## config.mk

```make
export PLATFORM = sky130hd
export DESIGN_NAME = rlwe_vec_lsu
export DESIGN_NICKNAME = d
export VERILOG_FILES = /design/src/rtl/rlwe_vlsu_pkg.sv /design/src/rtl/rlwe_vlsu_agu.sv /design/src/rtl/rlwe_vec_lsu.sv
export SDC_FILE = /design/constraint.sdc
export NUM_CORES = 2
export LEC_CHECK = 0
export ABC_AREA = 1
export BUFFER_PORTS_ARGS = -buffer_cell sky130_fd_sc_hd__buf_4
export CAP_MARGIN = 20
export CORE_AREA = 2 2 545 547
export DETAILED_ROUTE_END_ITERATION = 7
export DIE_AREA = 0 0 547 549
export REMOVE_ABC_BUFFERS = 1
export SYNTH_ARGS = -nofsm -noshare
export SYNTH_HDL_FRONTEND = slang
export SYNTH_SLANG_ARGS = --single-unit
```

## constraint.sdc

```tcl
create_clock -name clk -period 17.4 [get_ports clk]
set_input_delay 1.74 -clock clk [delete_from_list [all_inputs] [get_ports clk]]
set_output_delay 1.74 -clock clk [all_outputs]
set_load 0.02 [all_outputs]
```

## src/rtl/rlwe_vlsu_pkg.sv

```systemverilog
// Shared types and helpers for the RLWE multi-beat vector load/store unit.
// Command, DMEM and exception encodings live here so the LSU and its bench agree.
package rlwe_vlsu_pkg;

  typedef enum logic [2:0] {
    CMD_NONE = 3'd0,
    CMD_LV   = 3'd1,
    CMD_SV   = 3'd2,
    CMD_LVS  = 3'd3,
    CMD_SVS  = 3'd4
  } cmd_e;

  typedef enum logic {
    MEM_RD = 1'b0,
    MEM_WR = 1'b1
  } mem_cmd_e;

  typedef enum logic [1:0] {
    MW_BYTE  = 2'd0,
    MW_HWORD = 2'd1,
    MW_WORD  = 2'd2,
    MW_BEAT  = 2'd3
  } mem_width_e;

  typedef enum logic [1:0] {
    RESP_IDLE = 2'd0,
    RESP_OK   = 2'd1,
    RESP_ER   = 2'd2,
    RESP_RSVD = 2'd3
  } resp_e;

  localparam logic [3:0] EXC_LD_MISALIGN = 4'd4;
  localparam logic [3:0] EXC_LD_ACCESS   = 4'd5;
  localparam logic [3:0] EXC_ST_MISALIGN = 4'd6;
  localparam logic [3:0] EXC_ST_ACCESS   = 4'd7;

  function automatic logic is_load(cmd_e c);
    return (c == CMD_LV) || (c == CMD_LVS);
  endfunction

  function automatic logic is_store(cmd_e c);
    return (c == CMD_SV) || (c == CMD_SVS);
  endfunction

  function automatic logic is_strided(cmd_e c);
    return (c == CMD_LVS) || (c == CMD_SVS);
  endfunction

  // Strided commands move one element per beat; unit-stride moves a full beat.
  function automatic int unsigned beat_count(cmd_e c, int unsigned lanes, int unsigned beat_lanes);
    return is_strided(c) ? lanes : lanes / beat_lanes;
  endfunction

endpackage

```

## src/rtl/rlwe_vlsu_agu.sv

```systemverilog
// Beat address generator: keeps a running beat address, the step between
// beats and the beat index, and flags the final beat of the command.
module rlwe_vlsu_agu
  import rlwe_vlsu_pkg::*;
#(
  parameter int AW         = 32,
  parameter int IW         = 5,
  parameter int BEAT_BYTES = 16
) (
  input  logic          clk,
  input  logic          rst_n,
  input  logic          load_i,
  input  logic          strided_i,
  input  logic [AW-1:0] base_i,
  input  logic [AW-1:0] stride_i,
  input  logic [IW-1:0] nb_i,
  input  logic          advance_i,
  output logic [AW-1:0] addr_o,
  output logic [IW-1:0] idx_o,
  output logic          last_o
);

  logic [AW-1:0] addr_q;
  logic [AW-1:0] step_q;
  logic [IW-1:0] idx_q;
  logic [IW-1:0] nb_q;

  // Accumulating the step avoids a k*stride multiplier; wrap is modulo 2^AW.
  always_ff @(posedge clk) begin
    // NOTE: sequential state is assigned with <= so every register samples pre-edge values.
    if (!rst_n) begin
      addr_q <= '0;
      step_q <= '0;
      idx_q  <= '0;
      nb_q   <= '0;
    end else if (load_i) begin
      addr_q <= base_i;
      step_q <= strided_i ? stride_i : AW'(BEAT_BYTES);
      idx_q  <= '0;
      nb_q   <= nb_i;
    end else if (advance_i) begin
      addr_q <= addr_q + step_q;
      idx_q  <= idx_q + IW'(1);
    end
  end

  assign addr_o = addr_q;
  assign idx_o  = idx_q;
  assign last_o = (idx_q == nb_q - IW'(1));

endmodule

```

## src/rtl/rlwe_vec_lsu.sv

```systemverilog
// Multi-beat vector LSU: splits one EXU vector command into DMEM beats,
// gathers load beats into a vector buffer and returns one completion.
module rlwe_vec_lsu
  import rlwe_vlsu_pkg::*;
#(
  parameter int LANES      = 16,
  parameter int ELEM_W     = 32,
  parameter int BEAT_LANES = 4,
  parameter int AW         = 32
) (
  input  logic                         clk,
  input  logic                         rst_n,
  input  logic                         exu2lsu_req,
  input  logic [2:0]                   exu2lsu_cmd,
  input  logic [AW-1:0]                exu2lsu_addr,
  input  logic [AW-1:0]                exu2lsu_stride,
  input  logic [LANES*ELEM_W-1:0]      exu2lsu_s_data,
  output logic                         lsu2exu_rdy,
  output logic [LANES*ELEM_W-1:0]      lsu2exu_l_data,
  output logic                         lsu2exu_exc,
  output logic [3:0]                   lsu2exu_exc_code,
  output logic                         lsu_busy,
  output logic                         lsu2dmem_req,
  output logic                         lsu2dmem_cmd,
  output logic [1:0]                   lsu2dmem_width,
  output logic [AW-1:0]                lsu2dmem_addr,
  output logic [BEAT_LANES*ELEM_W-1:0] lsu2dmem_wdata,
  input  logic                         dmem2lsu_req_ack,
  input  logic [BEAT_LANES*ELEM_W-1:0] dmem2lsu_rdata,
  input  logic [1:0]                   dmem2lsu_resp
);

  localparam int VW         = LANES * ELEM_W;
  localparam int BEAT_W     = BEAT_LANES * ELEM_W;
  localparam int BEAT_BYTES = BEAT_LANES * (ELEM_W / 8);
  localparam int OFS_W      = $clog2(BEAT_BYTES);
  localparam int IW         = $clog2(LANES) + 1;

  typedef enum logic [1:0] {
    ST_IDLE = 2'd0,
    ST_REQ  = 2'd1,
    ST_WAIT = 2'd2,
    ST_DONE = 2'd3
  } state_e;

  state_e        state_q;
  cmd_e          cmd_q;
  logic          err_q;
  logic [VW-1:0] sdata_q;
  logic [VW-1:0] buf_q;

  cmd_e          req_cmd;
  resp_e         resp;
  logic          req_mem;
  logic          req_misalign;
  logic          accept;
  logic          beat_ok;
  logic          beat_er;
  logic [AW-1:0] agu_addr;
  logic [IW-1:0] agu_idx;
  logic          agu_last;

  assign req_cmd      = cmd_e'(exu2lsu_cmd);
  assign resp         = resp_e'(dmem2lsu_resp);
  assign req_mem      = is_load(req_cmd) | is_store(req_cmd);
  assign req_misalign = is_strided(req_cmd) ? |{exu2lsu_addr[1:0], exu2lsu_stride[1:0]}
                                            : |exu2lsu_addr[OFS_W-1:0];
  assign accept       = (state_q == ST_IDLE) && exu2lsu_req && req_mem && !req_misalign;
  assign beat_ok      = (state_q == ST_WAIT) && (resp == RESP_OK);
  assign beat_er      = (state_q == ST_WAIT) && (resp == RESP_ER);

  rlwe_vlsu_agu #(
    .AW         (AW),
    .IW         (IW),
    .BEAT_BYTES (BEAT_BYTES)
  ) u_agu (
    .clk       (clk),
    .rst_n     (rst_n),
    .load_i    (accept),
    .strided_i (is_strided(req_cmd)),
    .base_i    (exu2lsu_addr),
    .stride_i  (exu2lsu_stride),
    .nb_i      (IW'(beat_count(req_cmd, LANES, BEAT_LANES))),
    .advance_i (beat_ok && !agu_last),
    .addr_o    (agu_addr),
    .idx_o     (agu_idx),
    .last_o    (agu_last)
  );

  // NOTE: the store payload is only read after it is captured, so it carries no reset.
  always_ff @(posedge clk) begin
    if (accept) sdata_q <= exu2lsu_s_data;
  end

  always_ff @(posedge clk) begin
    if (!rst_n) begin
      state_q <= ST_IDLE;
      cmd_q   <= CMD_NONE;
      err_q   <= 1'b0;
      buf_q   <= '0;
    end else begin
      case (state_q)
        ST_IDLE: begin
          if (accept) begin
            cmd_q   <= req_cmd;
            err_q   <= 1'b0;
            state_q <= ST_REQ;
          end
        end
        ST_REQ: begin
          if (dmem2lsu_req_ack) state_q <= ST_WAIT;
        end
        ST_WAIT: begin
          if (beat_ok) begin
            if (is_load(cmd_q)) begin
              if (is_strided(cmd_q)) buf_q[agu_idx*ELEM_W +: ELEM_W] <= dmem2lsu_rdata[ELEM_W-1:0];
              else                   buf_q[agu_idx*BEAT_W +: BEAT_W] <= dmem2lsu_rdata;
            end
            state_q <= agu_last ? ST_DONE : ST_REQ;
          end else if (beat_er) begin
            err_q   <= 1'b1;
            state_q <= ST_DONE;
          end
        end
        ST_DONE: state_q <= ST_IDLE;
        default: state_q <= ST_IDLE;
      endcase
    end
  end

  always_comb begin
    // NOTE: every output gets a default first so no path through the case infers a latch.
    lsu2exu_rdy      = 1'b0;
    lsu2exu_exc      = 1'b0;
    lsu2exu_exc_code = '0;
    lsu2dmem_req     = 1'b0;
    lsu2dmem_cmd     = MEM_RD;
    lsu2dmem_width   = MW_BYTE;
    lsu2dmem_addr    = '0;
    lsu2dmem_wdata   = '0;
    case (state_q)
      ST_IDLE: begin
        // Rejections and NONE complete in the request cycle without touching DMEM.
        if (exu2lsu_req && !accept) begin
          lsu2exu_rdy = 1'b1;
          if (req_mem && req_misalign) begin
            lsu2exu_exc      = 1'b1;
            lsu2exu_exc_code = is_load(req_cmd) ? EXC_LD_MISALIGN : EXC_ST_MISALIGN;
          end
        end
      end
      ST_REQ: begin
        lsu2dmem_req  = 1'b1;
        lsu2dmem_cmd  = is_store(cmd_q) ? MEM_WR : MEM_RD;
        lsu2dmem_addr = agu_addr;
        if (is_strided(cmd_q)) begin
          lsu2dmem_width = MW_WORD;
          lsu2dmem_wdata = BEAT_W'(sdata_q[agu_idx*ELEM_W +: ELEM_W]);
        end else begin
          lsu2dmem_width = MW_BEAT;
          lsu2dmem_wdata = sdata_q[agu_idx*BEAT_W +: BEAT_W];
        end
      end
      ST_DONE: begin
        lsu2exu_rdy = 1'b1;
        lsu2exu_exc = err_q;
        if (err_q) lsu2exu_exc_code = is_load(cmd_q) ? EXC_LD_ACCESS : EXC_ST_ACCESS;
      end
      default: ;
    endcase
  end

  assign lsu_busy       = (state_q != ST_IDLE);
  assign lsu2exu_l_data = buf_q;

endmodule
```

==> run_summary.xml <==
<?xml version="1.0" encoding="UTF-8"?>
<metrics>
  <group name="outcome">
    <metric name="run_status" unit="">finished, final reports clean</metric>
  </group>
  <group name="place">
    <metric name="routabilityCongestion" unit="">0.976</metric>
    <metric name="place_inst" unit="">12856</metric>
    <metric name="dp_hpwl" unit="mm">271</metric>
    <metric name="number_of_port_buffers" unit="">1394</metric>
  </group>
  <group name="global_routing">
    <metric name="grt.total_usage" unit="%">22.4</metric>
    <metric name="antenna_violations_before_repair" unit="">97</metric>
    <metric name="maximum_number_of_pins_on_one_net_before_global_route_repair" unit="">133</metric>
    <metric name="grt_first_pass_wirelength" unit="mm">472</metric>
    <metric name="gr-total-overflow" unit="">0</metric>
    <metric name="first_global_vias" unit="">56849</metric>
  </group>
  <group name="die">
    <metric name="die_h" unit="um">549</metric>
    <metric name="initial_core_utilization" unit="%">19.2</metric>
    <metric name="floorplan.io_pins" unit="">1396</metric>
    <metric name="core-area" unit="sq um">295000</metric>
    <metric name="std_cell_rows" unit="">200</metric>
    <metric name="design.die.area" unit="sq um">300000</metric>
    <metric name="die_width" unit="um">547</metric>
  </group>
  <group name="detailed_routing">
    <metric name="remaining_drc_errors" unit="">0</metric>
    <metric name="vias_per_cell" unit="">4.73</metric>
    <metric name="postRouteAntennaNets" unit="">0</metric>
    <metric name="wirelength" unit="mm">354</metric>
    <metric name="avgRoutedWirePerCell" unit="um">27.0</metric>
    <metric name="drt-pass1-iter-count" unit="">7</metric>
    <metric name="via_count" unit="">62179</metric>
    <metric name="drt_iter0_markers" unit="">7946</metric>
  </group>
  <group name="clocking">
    <metric name="worst_setup_hold_path_clk_slew" unit="ps">60</metric>
    <metric name="clock_tree.htree_level_count" unit="">4</metric>
    <metric name="cts_resized" unit="">0</metric>
    <metric name="holdBufCountCts" unit="">0</metric>
    <metric name="cts_tree" unit="">built</metric>
    <metric name="post_cts_buffers" unit="">0</metric>
    <metric name="cts-root-to-sink-buffers" unit="">4</metric>
    <metric name="clock_insertion_delay_worst_skew" unit="ps">820</metric>
    <metric name="cts.sinks" unit="">1101</metric>
    <metric name="cts_made_buffers" unit="">140</metric>
    <metric name="clk_root_buffer_cell" unit="">clkbuf_16</metric>
  </group>
  <group name="power_and_ir_drop">
    <metric name="peakVddDrop" unit="V">0.0000752</metric>
    <metric name="power.static_leakage" unit="uW">0.0345</metric>
    <metric name="pwr_density_cell" unit="nW/um^2">88.7</metric>
  </group>
  <group name="finish">
    <metric name="commonest_cells_after_routing_fill_and_taps_aside" unit="">2341 x nand2_1, 1498 x buf_4, 1150 x nor2_1, 895 x inv_1, 585 x dfxtp_1</metric>
    <metric name="post_route_cells_drive_above_1_share" unit="%">19.7</metric>
    <metric name="postLayoutCoreUtil" unit="%">25.7</metric>
    <metric name="areaGrowthSynthToFinish" unit="%">33.5</metric>
    <metric name="num-nets-final" unit="">9812</metric>
    <metric name="mostFrequentLayoutCell" unit="">nand2_1</metric>
    <metric name="post_layout_nonfiller_instances" unit="">13146</metric>
  </group>
  <group name="yosys">
    <metric name="seq_total_area_yosys" unit="%">47.8</metric>
    <metric name="post_synth_inst_count" unit="">7936</metric>
    <metric name="synthDistinctLibCells" unit="">51</metric>
    <metric name="ys_seq_elements" unit="">1101</metric>
    <metric name="asyncSetResetFlopFracSynth" unit="%">0</metric>
    <metric name="number_of_enable_type_register_cells_in_the_synthesized_netlist" unit="">512</metric>
    <metric name="postSynth.topFlopCell" unit="">dfxtp_1</metric>
    <metric name="post_synth_instance_area" unit="sq um">56800</metric>
    <metric name="yosysWarningCount" unit="">0</metric>
    <metric name="synth_area_per_cell" unit="sq um">7.16</metric>
  </group>
  <group name="setup_path">
    <metric name="worst-path-buf-inv" unit="">3</metric>
    <metric name="cpPeakStageDelay" unit="ps">810</metric>
    <metric name="critical-path-top-cell-by-count" unit="">nand2_1</metric>
    <metric name="crit_arrival" unit="ps">5620</metric>
    <metric name="worst_setup_path_end_kind" unit="">output pin</metric>
    <metric name="cp.required" unit="ps">15660</metric>
    <metric name="timing.critical_path.fanout_max" unit="">56</metric>
    <metric name="path_cells" unit="">nand2_1, inv_6, buf_4, nand2_1, nand2_1, o21ai_0, a31oi_1, a21oi_1, a21oi_1, buf_4</metric>
    <metric name="worst_path_cell_with_the_longest_stage_delay" unit="">dfxtp_4</metric>
    <metric name="critPathKind" unit="">flop to output pin</metric>
    <metric name="critPathTopFamily" unit="">buffers and inverters</metric>
    <metric name="startpoint_type" unit="">flop</metric>
  </group>
  <group name="timing">
    <metric name="fin_hold_ws" unit="ps">433</metric>
    <metric name="fin_crit_sh" unit="%">42.3</metric>
    <metric name="setup-violations-final" unit="">0</metric>
    <metric name="clock-skew-final" unit="ps">98.2</metric>
    <metric name="post_route_setup_tns" unit="ps">0</metric>
    <metric name="grt_setup_unrepaired" unit="">false</metric>
    <metric name="finalMaxSlewViolations" unit="">0</metric>
    <metric name="tightestPinTransition" unit="ps">1290</metric>
    <metric name="timing.fmax" unit="GHz">0.136</metric>
    <metric name="finalHoldViolCount" unit="">0</metric>
    <metric name="fin_crit" unit="ps">7360</metric>
    <metric name="slew_headroom" unit="%">13.3</metric>
  </group>
  <group name="worst_hold_path">
    <metric name="hold_path.class" unit="">flop to flop</metric>
  </group>
  <group name="flow_run">
    <metric name="number_of_max_cap_violations" unit="">0</metric>
  </group>
</metrics>
area by class of cell:
cell class | count | area [sq um]
fillers | 32707 | 219000
flip-flops and latches | 1101 | 27200
multi-input cells | 5388 | 24100
repair buffers | 1505 | 11400
well taps | 3939 | 4930
clock buffers | 189 | 3930
inverters | 924 | 3500
clock inverters | 56 | 697
diodes | 44 | 110
cells by family after synthesis:
| group | synth area share [%] |
|---|---|
| adder cells (fa/ha/maj) | 0.872 |
| buffers and inverters | 9.99 |
| XOR/XNOR | 0.216 |
| other | 0.00660 |
| flip-flops | 47.8 |
| AO/OA/AOI/OAI | 11.6 |
| AND/OR/NAND/NOR | 29.5 |
metal layers:
| metal | vias to the layer above | global-route usage, % | wire (um) | share of wire, % |
|---|---|---|---|---|
| met4 | 60 | 13.8 | 24700 | 7.0 |
| met2 | 4243 | 35.5 | 159000 | 45 |
| met5 | - | 0 | 401 | 0.11 |
| li1 | 27841 | - | - | - |
| met3 | 901 | 7.23 | 40200 | 11 |
| met1 | 29134 | 26.1 | 130000 | 37 |
path summary, 6_finish.rpt:
check                           slack, ps  cells after the start                  to       startpoint
worst min register to register        430                      2     u_agu.step_q[0]  u_agu.step_q[0]
worst min-delay path                  430                      2     u_agu.step_q[0]  u_agu.step_q[0]
worst max-delay path                10040                     10  lsu2dmem_wdata[21]   u_agu.idx_o[0]
worst max register to register      11190                     15  lsu2exu_l_data[33]   u_agu.idx_o[0]
worst register-to-register path: stages (launching register included):
cell	delay [ps]
dfxtp_4	810
inv_6	410
ha_4	440
nand2_2	90
nor2_1	60
ha_1	770
inv_1	240
nor3_4	220
buf_4	630
nand2_1	120
buf_4	310
nand2_1	190
nand2_2	550
inv_2	980
o21ai_0	220
nor2_1	130
registers in the layout, indices dropped and copies added, names as in the netlist:
register,cells
u_agu.step_q,32
u_agu.addr_o,32
state_q,2
u_agu.idx_o,5
err_q,1
u_agu.nb_q,2
cmd_q,3
lsu2exu_l_data,512
sdata_q,512
metrics by stage:
stage / area [sq um] / setup WS (ps) / total power (uW)
final: 75800 / 10040 / 6730
after global routing: 75800 / 9920 / 6880
after CTS: 75700 / 9970 / 6760
after detailed placement: 71100 / 10920 / 3740
after global placement: 71100 / 10960 / 3740
after floorplan: 54600 / 2250 / 3150
Yosys cell counts (all sizes together) (11+ instances only):
master | instances | area (sq um)
nand4 | 130 | 813
buf | 173 | 891
a31oi | 86 | 538
o22ai | 79 | 494
dfxtp | 589 | 11800
nand2 | 2368 | 8940
a22oi | 31 | 233
nor3 | 24 | 143
ha | 38 | 475
a221oi | 13 | 114
o211ai | 19 | 143
nor2 | 1167 | 4400
xor2 | 11 | 96.3
inv | 918 | 3450
o21ai | 634 | 3170
nor4 | 14 | 87.6
nand3 | 445 | 2240
edfxtp | 512 | 15400
o2111ai | 50 | 438
a41oi | 31 | 272
a21oi | 211 | 1060
clkbuf | 350 | 1310
where the power goes:
part | internal (uW) | total (uW) | leakage [uW] | switching (uW)
combinational | 296 | 941 | 0.0228 | 645
clock | 1760 | 3040 | 0.00228 | 1270
sequential | 2730 | 2750 | 0.00936 | 18.0
Power figures use the tool's default switching activity.
